--- config.mk ---
export PLATFORM = sky130hd
export DESIGN_NAME = pc_sequencer
export DESIGN_NICKNAME = d
export VERILOG_FILES = /design/src/rtl/pc_sequencer.sv
export SDC_FILE = /design/constraint.sdc
export NUM_CORES = 1
export LEC_CHECK = 0
export ABC_AREA = 0
export BUFFER_PORTS_ARGS = -buffer_cell sky130_fd_sc_hd__buf_2
export CAP_MARGIN = 20
export CORE_UTILIZATION = 59
export CTS_CLUSTER_SIZE = 8
export DETAILED_ROUTE_END_ITERATION = 10
export GPL_ROUTABILITY_DRIVEN = 1
export PLACE_DENSITY_LB_ADDON = 0.1
export SYNTH_ARGS = -nofsm -noshare
export SYNTH_HDL_FRONTEND = slang
export SYNTH_SLANG_ARGS = --single-unit
--- constraint.sdc ---
create_clock -name clk -period 3.8 [get_ports clk]
set_input_delay 0 -clock clk [delete_from_list [all_inputs] [get_ports clk]]
set_output_delay 0 -clock clk [all_outputs]
set_load 0.03 [all_outputs]
--- src/rtl/pc_sequencer.sv ---
// pc_sequencer: fetch-address sequencer for an in-order pipeline.
// Produces the fetch PC and applies, in priority order, exceptions,
// misaligned-redirect address errors, exception return, branch/jump
// redirects, halt, stall and sequential advance. It saves the exception
// return address and counts accepted fetches.
//
// Ports
//   clk        in   1   system clock, rising edge
//   rst_n      in   1   asynchronous active-low reset
//   stall      in   1   hold pc (pipeline hazard)
//   redirect   in   1   branch/jump resolved taken this cycle
//   target     in  32   redirect destination, valid with redirect
//   exc        in   1   pipeline exception raised
//   exc_pc     in  32   faulting instruction address, valid with exc
//   eret       in   1   return from exception
//   halt       in   1   stop fetching
//   pc         out 32   current fetch address
//   pc_valid   out  1   pc is a legal fetch this cycle
//   flush      out  1   one-cycle pulse, kill younger instructions
//   addr_err   out  1   one-cycle pulse, misaligned redirect target
//   epc        out 32   saved exception return address
//   fetch_cnt  out 32   count of accepted fetches (wraps)
//
// state | meaning
// ------+------------------------------------------------------------
// BOOT  | out of reset, pc = RESET_PC, no fetch yet
// RUN   | fetching; pc advances, redirects, or holds on stall
// PEND  | taken redirect arrived under stall; target parked in pend_pc
// HALT  | fetch stopped, pc frozen; only exc (or reset) leaves
module pc_sequencer #(
    parameter logic [31:0] RESET_PC   = 32'h0000_3000,
    parameter logic [31:0] EXC_VECTOR = 32'h0000_4180
) (
    input  logic        clk,
    input  logic        rst_n,
    input  logic        stall,
    input  logic        redirect,
    input  logic [31:0] target,
    input  logic        exc,
    input  logic [31:0] exc_pc,
    input  logic        eret,
    input  logic        halt,
    output logic [31:0] pc,
    output logic        pc_valid,
    output logic        flush,
    output logic        addr_err,
    output logic [31:0] epc,
    output logic [31:0] fetch_cnt
);

    typedef enum logic [1:0] {
        BOOT = 2'd0,
        RUN  = 2'd1,
        PEND = 2'd2,
        HALT = 2'd3
    } state_t;

    state_t      state, state_nxt;
    logic [31:0] pc_nxt;
    logic [31:0] epc_nxt;
    logic [31:0] pend_pc, pend_nxt;
    logic        flush_nxt;
    logic        addr_err_nxt;
    logic        misaligned;

    assign misaligned = redirect && (target[1:0] != 2'b00);
    assign pc_valid   = (state == RUN) || (state == PEND);

    always_ff @(posedge clk or negedge rst_n) begin
        if (!rst_n) begin
            state     <= BOOT;
            pc        <= RESET_PC;
            epc       <= 32'h0;
            pend_pc   <= 32'h0;
            flush     <= 1'b0;
            addr_err  <= 1'b0;
            fetch_cnt <= 32'h0;
        end else begin
            state    <= state_nxt;
            pc       <= pc_nxt;
            epc      <= epc_nxt;
            pend_pc  <= pend_nxt;
            flush    <= flush_nxt;
            addr_err <= addr_err_nxt;
            if (pc_valid && !stall) begin
                fetch_cnt <= fetch_cnt + 32'd1;
            end
        end
    end

    always_comb begin
        state_nxt    = state;
        pc_nxt       = pc;
        epc_nxt      = epc;
        pend_nxt     = pend_pc;
        flush_nxt    = 1'b0;
        addr_err_nxt = 1'b0;

        if (exc) begin
            // Exceptions win everywhere, including HALT, and drop any parked target.
            epc_nxt   = exc_pc;
            pc_nxt    = EXC_VECTOR;
            pend_nxt  = 32'h0;
            flush_nxt = 1'b1;
            state_nxt = RUN;
        end else if ((state != HALT) && misaligned) begin
            epc_nxt      = target;
            pc_nxt       = EXC_VECTOR;
            pend_nxt     = 32'h0;
            flush_nxt    = 1'b1;
            addr_err_nxt = 1'b1;
            state_nxt    = RUN;
        end else begin
            case (state)
                BOOT: begin
                    if (eret) begin
                        pc_nxt    = epc;
                        flush_nxt = 1'b1;
                        state_nxt = RUN;
                    end else if (halt) begin
                        state_nxt = HALT;
                    end else begin
                        // First fetch is RESET_PC itself, so pc is not advanced here.
                        state_nxt = RUN;
                    end
                end
                RUN, PEND: begin
                    if (eret) begin
                        pc_nxt    = epc;
                        pend_nxt  = 32'h0;
                        flush_nxt = 1'b1;
                        state_nxt = RUN;
                    end else if (redirect) begin
                        // A newer redirect always replaces a parked one.
                        if (stall) begin
                            pend_nxt  = target;
                            state_nxt = PEND;
                        end else begin
                            pc_nxt    = target;
                            state_nxt = RUN;
                        end
                    end else if (halt) begin
                        state_nxt = HALT;
                    end else if (!stall) begin
                        pc_nxt    = (state == PEND) ? pend_pc : pc + 32'd4;
                        state_nxt = RUN;
                    end
                end
                HALT: begin
                    state_nxt = HALT;
                end
                default: begin
                    state_nxt = BOOT;
                end
            endcase
        end
    end

endmodule

# ---- After elaboration in Yosys (flattened, before gate mapping)
# Index checks and enable logic that the tools add are counted.
dict set report totals {
  reg_bits 132
  input_bits 71
  output_inout_bits 99
}
dict set report classes {
  muxes 34
  eq_ne 9
  add_sub_neg 2
  reduce_logical 16
}
# operator n
set ops {}
lappend ops {{two-way mux 32 bit} 17}
lappend ops {{case mux 32 bit (2 select lines)} 1}
lappend ops {{adder 32 x 1 -> 32 bit (second input constant)} 1}
lappend ops {{adder 32 x 3 -> 32 bit (second input constant)} 1}
lappend ops {{two-way mux 2 bit} 9}
lappend ops {{inequality test 6 bit (second input constant)} 3}
lappend ops {{nonzero test 4 bit} 3}
lappend ops {{inequality test 7 bit (second input constant)} 1}
lappend ops {{two-way mux 1 bit} 6}
lappend ops {{case mux 2 bit (3 select lines)} 1}
lappend ops {{AND reduction 5 bit} 1}
lappend ops {{equality test 2 bit (second input constant)} 2}
lappend ops {{inequality test 4 bit (second input constant)} 1}
lappend ops {{nonzero test 2 bit} 2}
lappend ops {{logical AND 1 bit} 3}
lappend ops {{AND reduction 3 bit} 1}
lappend ops {{nonzero test 3 bit} 1}
lappend ops {{OR reduction 3 bit} 1}
lappend ops {{equality test 2 x 1 -> 1 bit (second input constant)} 1}
lappend ops {{logical NOT 2 bit} 1}
lappend ops {{inequality test 2 bit (second input constant)} 1}
lappend ops {{OR reduction 2 bit} 1}
lappend ops {{logical NOT 1 bit} 1}
lappend ops {{logical OR 1 bit} 1}

# ---- Logic depth before layout (Yosys ltp)
# Gate-level depths: netlist of the first run.
dict set report logic_depth {
  word_depth 9
  ltp_mapped 10
}

# ---- Worst setup path before layout of the first run
# No wires, ideal clock.
dict set report synth_timing {
  kind {reg2reg}
  start {register state[0]}
  end {register pc[0]}
  path_stages_with_launch 9
  setup_time_ns 0.125
  required_time_ns 3.675
  arrival_time_ns 2.401
  setup_slack_ns 1.274
  path_buffers 1
  path_cell_list {dfrtp_1 inv_1 ha_1 or2_2 o311a_1 clkbuf_1 o21a_1 a31oi_1 mux2_2}
}
dict set report synth_via {
  elab_chain_len 9
  word_cells_on_any_way 20
  classes_between {7 x eq/ne; 8 x mux; 5 x reduce/logical}
}
# element line_no
set synth_lines {}
lappend synth_lines {{from (decl)} 58} ;# state_t state, state_nxt;
lappend synth_lines {{from (signal assigned)} 79} ;# state <= state_nxt;
lappend synth_lines {{equality test 2 bit} {114, 145}}
lappend synth_lines {{two-way mux 32 bit} 145} ;# pc_nxt = (state == PEND) ? pend_pc : pc + 32'd4;
lappend synth_lines {{two-way mux 32 bit} 144} ;# end else if (!stall) begin
lappend synth_lines {{two-way mux 32 bit} 142} ;# end else if (halt) begin
lappend synth_lines {{two-way mux 32 bit} 133} ;# end else if (redirect) begin
lappend synth_lines {{two-way mux 32 bit} 128} ;# if (eret) begin
lappend synth_lines {{case mux 32 bit (2 select lines)} 114} ;# case (state)
lappend synth_lines {{two-way mux 32 bit} 106} ;# end else if ((state != HALT) && misaligned) begin
lappend synth_lines {{two-way mux 32 bit} 99} ;# if (exc) begin
lappend synth_lines {{to (signal assigned)} 80} ;# pc <= pc_nxt;
lappend synth_lines {{to (decl)} 43} ;# output logic [31:0] pc,
# Several ways; a longest one is shown, not always the timed one. The select of a mux whose other input is x is not followed.
# A chain may end at the register's enable or synchronous reset.

# ---- Final worst setup path of the first run
dict set report layout_timing {
  start {register state[1]}
  end {register pc[0]}
}
# The elaborated chain is that of the path after synthesis.

==> results of run 1 <==
-- per-layer routing --
layer	global-route usage	wire length, um	vias up
met2	0.690	12300	541
met3	0.0945	2490	93
met5	0	0	-
met4	0.197	930	0
li1	-	-	3283
met1	0.523	9640	3678
-- flip-flops by register name (all words and copies together) (netlist names) --
name	count
addr_err	1
epc	32
fetch_cnt	32
flush	1
pc	32
pend_pc	32
state	2
-- cell type report --
type                       instances  area [um^2]
timing repair buffer             275         1890
tap                              143          179
clock buffer                      25          485
multi-input combinational        549         3650
clock inverter                     5         75.1
fill                             684         2010
sequential                       132         3310
inverter                          17         63.8
-- how the worst max path moves through the flow --
stage	from	end	depth (start not counted)
detailed placement	state[1]$_DFFE_PN0P_	pc[1]$_DFFE_PN0P_	7
finish	state[1]$_DFFE_PN0P_	pc[0]$_DFFE_PN0P_	7
floorplan	state[0]$_DFFE_PN0P_	pc[0]$_DFFE_PN0P_	8
global route	state[1]$_DFFE_PN0P_	pc[0]$_DFFE_PN0P_	7
global placement	state[0]$_DFFE_PN0P_	pc[0]$_DFFE_PN0P_	7
CTS	state[1]$_DFFE_PN0P_	pc[0]$_DFFE_PN0P_	7
-- cells in the mapped netlist, types with 3 or more instances --
| master | n |
|---|---|
| dfrtp_1 | 130 |
| nand2_1 | 79 |
| o21ai_0 | 65 |
| nor2_1 | 43 |
| a22o_1 | 38 |
| mux2i_1 | 32 |
| clkbuf_1 | 30 |
| xnor2_1 | 26 |
| nor3_1 | 25 |
| nand3_1 | 23 |
| a21oi_1 | 21 |
| nand4_1 | 20 |
| inv_1 | 17 |
| xor2_1 | 15 |
| buf_2 | 12 |
| a221oi_1 | 10 |
| ha_1 | 8 |
| and3_1 | 7 |
| nor2b_1 | 7 |
| o221ai_1 | 7 |
| a211o_1 | 6 |
| nand2b_1 | 6 |
| nor4_1 | 6 |
| o211ai_1 | 6 |
| a211oi_1 | 5 |
| a32oi_1 | 5 |
| and4_1 | 5 |
| o31ai_1 | 5 |
| a221o_1 | 4 |
| a22oi_1 | 4 |
| buf_1 | 4 |
| and3_2 | 3 |
| mux2_2 | 3 |
| nand4_2 | 3 |
| nand4b_1 | 3 |
| nor4b_1 | 3 |
| o21a_1 | 3 |
| o32ai_1 | 3 |
-- through the flow --
stage / utilization / std cells / total power, mW
4_1_cts: 0.827 / 1146 / 4.26
3_5_place_dp: 0.698 / 1021 / 2.57
6_report: 0.827 / 1146 / 4.29
2_1_floorplan: - / 745 / 2.24
3_3_place_gp: 0.698 / 1021 / 2.55
5_1_grt: 0.827 / 1146 / 4.44
-- power breakdown --
group / leakage, nW / internal, mW / total (mW) / switching [mW]
Sequential: 1.71 / 1.52 / 1.68 / 0.158
Combinational: 2.63 / 0.378 / 1.01 / 0.636
Clock: 0.277 / 1.01 / 1.60 / 0.594
-- tightest hold or removal path, delay by kind of cell --
family | cells | cell delay [ns]
xor gates and xnor gates | 1 | 0.15
buffers and inverters | 1 | 0.14
and+or+nand+nor | 1 | 0.13
-- cells in the final DEF, fill, tap and decap left out, drive strengths merged, types with 8 or more instances in the layout --
| cell | netlist | final |
|---|---|---|
| nand4 | 23 | 23 |
| a21oi | 22 | 22 |
| xor2 | 15 | 15 |
| nand2 | 80 | 80 |
| o21ai | 66 | 66 |
| nor3 | 26 | 26 |
| xnor2 | 26 | 26 |
| dfrtp | 130 | 130 |
| inv | 17 | 17 |
| nor2 | 44 | 44 |
| nand3 | 23 | 23 |
| a221oi | 10 | 10 |
| clkbuf | 30 | 25 |
| mux2i | 32 | 32 |
| dlygate4sd3 | 0 | 95 |
| and3 | 10 | 10 |
| ha | 8 | 8 |
| a22o | 38 | 38 |
| buf | 17 | 180 |
-- cells by family (layout without fill, tap and decap cells) --
family                     Yosys count  after routing  synth area share
AOI/OAI and AO/OA                  213            213             0.210
xor gates and xnor gates            41             41            0.0499
adders and majority gates            8              8            0.0139
buffers and inverters               64            322            0.0365
DFF                                132            132             0.459
muxes                               35             35            0.0492
and+or+nand+nor                    252            252             0.182
==> results by group, run 1 <==
Timing
  • Minimum clock period: 3.13 ns
  • # setup viols final: 0
  • Max Freq: 0.319 GHz
  • Fin crit share: 0.825
  • RSZ-0062 raised after global routing: false
  • Final Skew: 0.00557 ns
  • Max-slew violations: 0
  • Fin Hold WS: 0.0505 ns
  • Least-Margin Pin Slew: 1.15 ns
  • Hold Vio Cnt, Final: 0
  • Relative slew slack: 0.233
  • Setup_tns: 0 ns
  • Setup ws final: 0.667 ns

Worst setup path
  • Cell count of the worst reg-to-reg path: 7
  • Crit path max fanout: 25
  • WS Path Type: reg -> reg
  • Setup crit end kind: flop
  • Family with the most delay on the worst path: compound AO/OA/AOI/OAI gates
  • Worst r2r src: state[1]$_DFFE_PN0P_
  • Reg2reg end: pc[0]$_DFFE_PN0P_
  • Worst path cell trace: inv_1, ha_1, or2_2, o311a_1, o21a_1, a31oi_1, mux2_2
  • Critical path buffers and inverters: 1
  • Crit path largest cell delay: 0.87 ns
  • CP required: 4.11 ns
  • Critical path launch point type: flop
  • Crit path DAT: 3.44 ns
  • Slowest cell on crit path: o21a_1
  • R2R Setup Slk: 0.67 ns

CTS
  • Clk root buf: clkbuf_16
  • Clock Tree Buf Depth: 2
  • Hold_buf cts: 95
  • Cts repair resizes: 0
  • Number of clock sinks: 132
  • CTS clk-pin slew, worst paths: 0.06 ns
  • H-tree Lvls: 4
  • Post-CTS setup buffer count: 0
  • Clk_lat worst skew: 0.42 ns
  • CTS buffer count: 17
  • CTS tree: done

Die
  • Top-level port count: 170
  • Starting Density: 0.618
  • Core Area: 11700 um^2
  • DIE AREA: 12700 um^2
  • Die Height: 112 um
  • Row cnt: 39
  • Die W: 112 um

Final layout
  • P&R area growth vs syn: 34.0%
  • Diodes inserted: 0
  • Share of cells above drive strength 1: 0.230
  • Fin nets: 1071
  • Post-layout instance area: 9650 um^2

Placed design
  • Cell Area, Placed: 8140 um^2
  • GPL Wtd Cong: 0.946
  • DP Worst Slack: 0.799 ns
  • DP Wirelength: 15100 um
  • Port Buffers: 169

Power and ir drop
  • Leak: 4.61 nW
  • Worst IR drop on VDD: 425 uV
  • Power Density: 445 nW/um^2

Route
  • Initial DRC count: 865
  • WL final: 25300 um
  • DR pass1 iterations: 6
  • # DRC: 0
  • Vias per cell: 6.63
  • Vias: 7595
  • Antenna Nets Post-Route: 0
  • WL per Instance: 22.1 um

Synthesis
  • Unique masters post-synth: 77
  • Syn_nets: 824
  • Post-synth EDFFs: 0
  • Post-Syn Area: 7200 um^2
  • Top cells by area, synth: dfrtp_1 (45%), a22o_1 (4.6%), o21ai_0 (4.5%), mux2i_1 (4.4%), nand2_1 (4.1%)
  • Register area share after synthesis: 0.459
  • Synth Flop Type: dfrtp_1
  • Area leader, netlist: dfrtp_1
  • Synthesized area per cell: 9.67 um^2
  • Area fraction of the dominant cell type after synthesis: 0.452
  • Gate Count Post-Synth: 745
  • Asr flop ratio synth: 1.00
  • Seq cells post-synth: 132
  • Yosys warnings: 0

Worst hold path
  • Hold Startpoint: stall
  • Hold Path Depth: 3
  • Hold endpoint: fetch_cnt[0]$_DFFE_PN0P_
  • Worst hold path type: in -> reg

Run status
  • Status: complete, no violations

Flow run
  • Max-cap violations: 0

Global routing
  • Vias in the first global route: 7669
  • Largest net degree at the start of global routing: 71
  • Initial antenna violation count: 0
  • GRT overflow: 0
  • Global-route wire length before repair: 40600 um
  • GRT Util Overall: 0.418
No activity file was read; power rests on OpenSTA's default activity.
==> run 2: changes to the inputs <==
--- a/config.mk
+++ b/config.mk
@@ -8,7 +8,7 @@
 export ABC_AREA = 0
 export BUFFER_PORTS_ARGS = -buffer_cell sky130_fd_sc_hd__buf_2
 export CAP_MARGIN = 20
-export CORE_UTILIZATION = 59
+export CORE_UTILIZATION = 49
 export CTS_CLUSTER_SIZE = 8
 export DETAILED_ROUTE_END_ITERATION = 10
 export GPL_ROUTABILITY_DRIVEN = 1
==> constraint.sdc (replaced) <==
create_clock -name clk -period 2.8 [get_ports clk]
set_input_delay 0 -clock clk [delete_from_list [all_inputs] [get_ports clk]]
set_output_delay 0 -clock clk [all_outputs]
set_load 0.03 [all_outputs]
==> results by group, run 2 (synthesized netlist as in run 1, its figures left out) <==
Placed design
  • GPL Wtd Cong: 0.918
  • Port Buffers: 169
  • Cell Area, Placed: 8310 um^2
  • Dpl cells: 1076
  • DP Wirelength: 16200 um
  • DP Worst Slack: 0.243 ns

CTS
  • Clk_lat worst skew: 0.42 ns
  • CTS tree: done
  • Clock Tree Buf Depth: 2
  • H-tree Lvls: 4
  • Number of clock sinks: 132
  • Cts repair resizes: 0
  • CTS buffer count: 17
  • Clk root buf: clkbuf_16
  • CTS clk-pin slew, worst paths: 0.06 ns

Final layout
  • P&R area growth vs syn: 37.9%
  • Diodes inserted: 0
  • Fin util: 0.705
  • Most frequent cells in the layout: buf_2 (168), dfrtp_1 (130), dlygate4sd3_1 (95)
  • Post-layout instance area: 9930 um^2
  • Cell Count, Final, Fillers Out: 1202
  • Commonest non-fill, non-tap cell in the layout: buf_2
  • Filler Cell Count: 1078
  • Fin nets: 1089
  • Share of cells above drive strength 1: 0.248

Timing
  • Fin crit share: 0.950
  • Max Freq: 0.376 GHz
  • Max-slew violations: 0
  • Relative slew slack: 0.332
  • Least-Margin Pin Slew: 1.00 ns
  • # setup viols final: 0
  • Final Skew: 0.00669 ns
  • Fin Hold WS: 0.0212 ns
  • Setup ws final: 0.141 ns
  • Hold Vio Cnt, Final: 0
  • RSZ-0062 raised after global routing: false
  • Minimum clock period: 2.66 ns
  • Setup_tns: 0 ns

Global routing
  • GRT overflow: 0
  • Largest net degree at the start of global routing: 75
  • Vias in the first global route: 7044
  • Initial antenna violation count: 0
  • GRT Util Overall: 0.325
  • Most Crowded Layer GR: met2
  • Met2 GRT Util: 0.517
  • M3 GR Usage: 0.0646
  • Global-route wire length before repair: 37300 um
  • Met1 usage: 0.435

Route
  • Initial DRC count: 594
  • DR pass1 iterations: 5
  • WL per Instance: 20.0 um
  • Antenna Nets Post-Route: 0
  • WL final: 24000 um
  • Vias per cell: 6.06
  • Vias: 7284
  • # DRC: 0

Power and ir drop
  • Leak: 4.75 nW
  • Power Density: 626 nW/um^2
  • Worst IR drop on VDD: 454 uV
  • Total power: 6.22 mW

Run status
  • Status: complete, no violations

Worst setup path
  • Critical path launch point type: flop
  • CP required: 3.14 ns
  • Cell count of the worst reg-to-reg path: 8
  • Crit path DAT: 3.00 ns
  • Crit path max fanout: 10
  • WS Path Type: reg -> reg
  • Setup crit end kind: flop
  • R2R Setup Slk: 0.14 ns

Die
  • Top-level port count: 170
  • Die W: 123 um
  • Row cnt: 43
  • DIE AREA: 15200 um^2
  • Core Area: 14100 um^2
  • Die Height: 123 um
  • Starting Density: 0.511

Worst hold path
  • Worst hold path type: in -> reg
  • Hold Path Depth: 3

Flow run
  • Max-cap violations: 0
-- run 2: final cells by class --
cell class	count	area, um^2	share of cell area
clock buffer	22	474	0.0477
clock inverter	9	199	0.0200
timing repair buffer	293	2020	0.203
sequential	132	3310	0.333
tap	180	225	0.0227
inverter	17	63.8	0.00642
multi-input combinational	549	3650	0.367
-- run 2: worst paths after layout --
kind / start / endpoint
setup reg to reg: state[0]$_DFFE_PN0P_ / pc[22]$_DFFE_PN0P_
max in group asynchronous: rst_n / pc[12]$_DFFE_PN1P_
hold reg to reg: fetch_cnt[31]$_DFFE_PN0P_ / fetch_cnt[31]$_DFFE_PN0P_
hold / removal: eret / flush$_DFF_PN0_
setup / recovery: state[0]$_DFFE_PN0P_ / pc[22]$_DFFE_PN0P_
min in group asynchronous: rst_n / epc[8]$_DFFE_PN0N_
-- run 2: what timing repair did --
| item | in CTS | in global routing |
|---|---|---|
| endpoints found under the setup margin | 0 | 0 |
| hold endpoints to repair | 140 | 0 |
| buffers inserted | 0 | 0 |
| hold buffers | 95 | 0 |
-- run 2: routing by layer --
layer / wire length (um) / part of all wire / vias to the layer above
li1: - / - / 3313
met1: 10200 / 0.43 / 3599
met2: 11500 / 0.48 / 333
met3: 1750 / 0.073 / 39
met4: 554 / 0.023 / 0
met5: 0 / 0 / -
-- run 2: where the power goes --
group / leakage (nW) / total [mW] / internal (mW) / switching, mW
logic: 2.71 / 1.38 / 0.533 / 0.848
clock network: 0.330 / 2.56 / 1.74 / 0.828
registers: 1.71 / 2.27 / 2.06 / 0.211
total: 4.75 / 6.22 / 4.33 / 1.89
-- run 2: worst max-delay path: stages (launching register included) --
cell and delay [ns]:
dfrtp_1 0.40, inv_1 0.12, ha_1 0.43, or2_2 0.33
o311a_1 0.13, buf_4 0.18, nor3_1 0.51, o221ai_1 0.27
o21ai_0 0.20
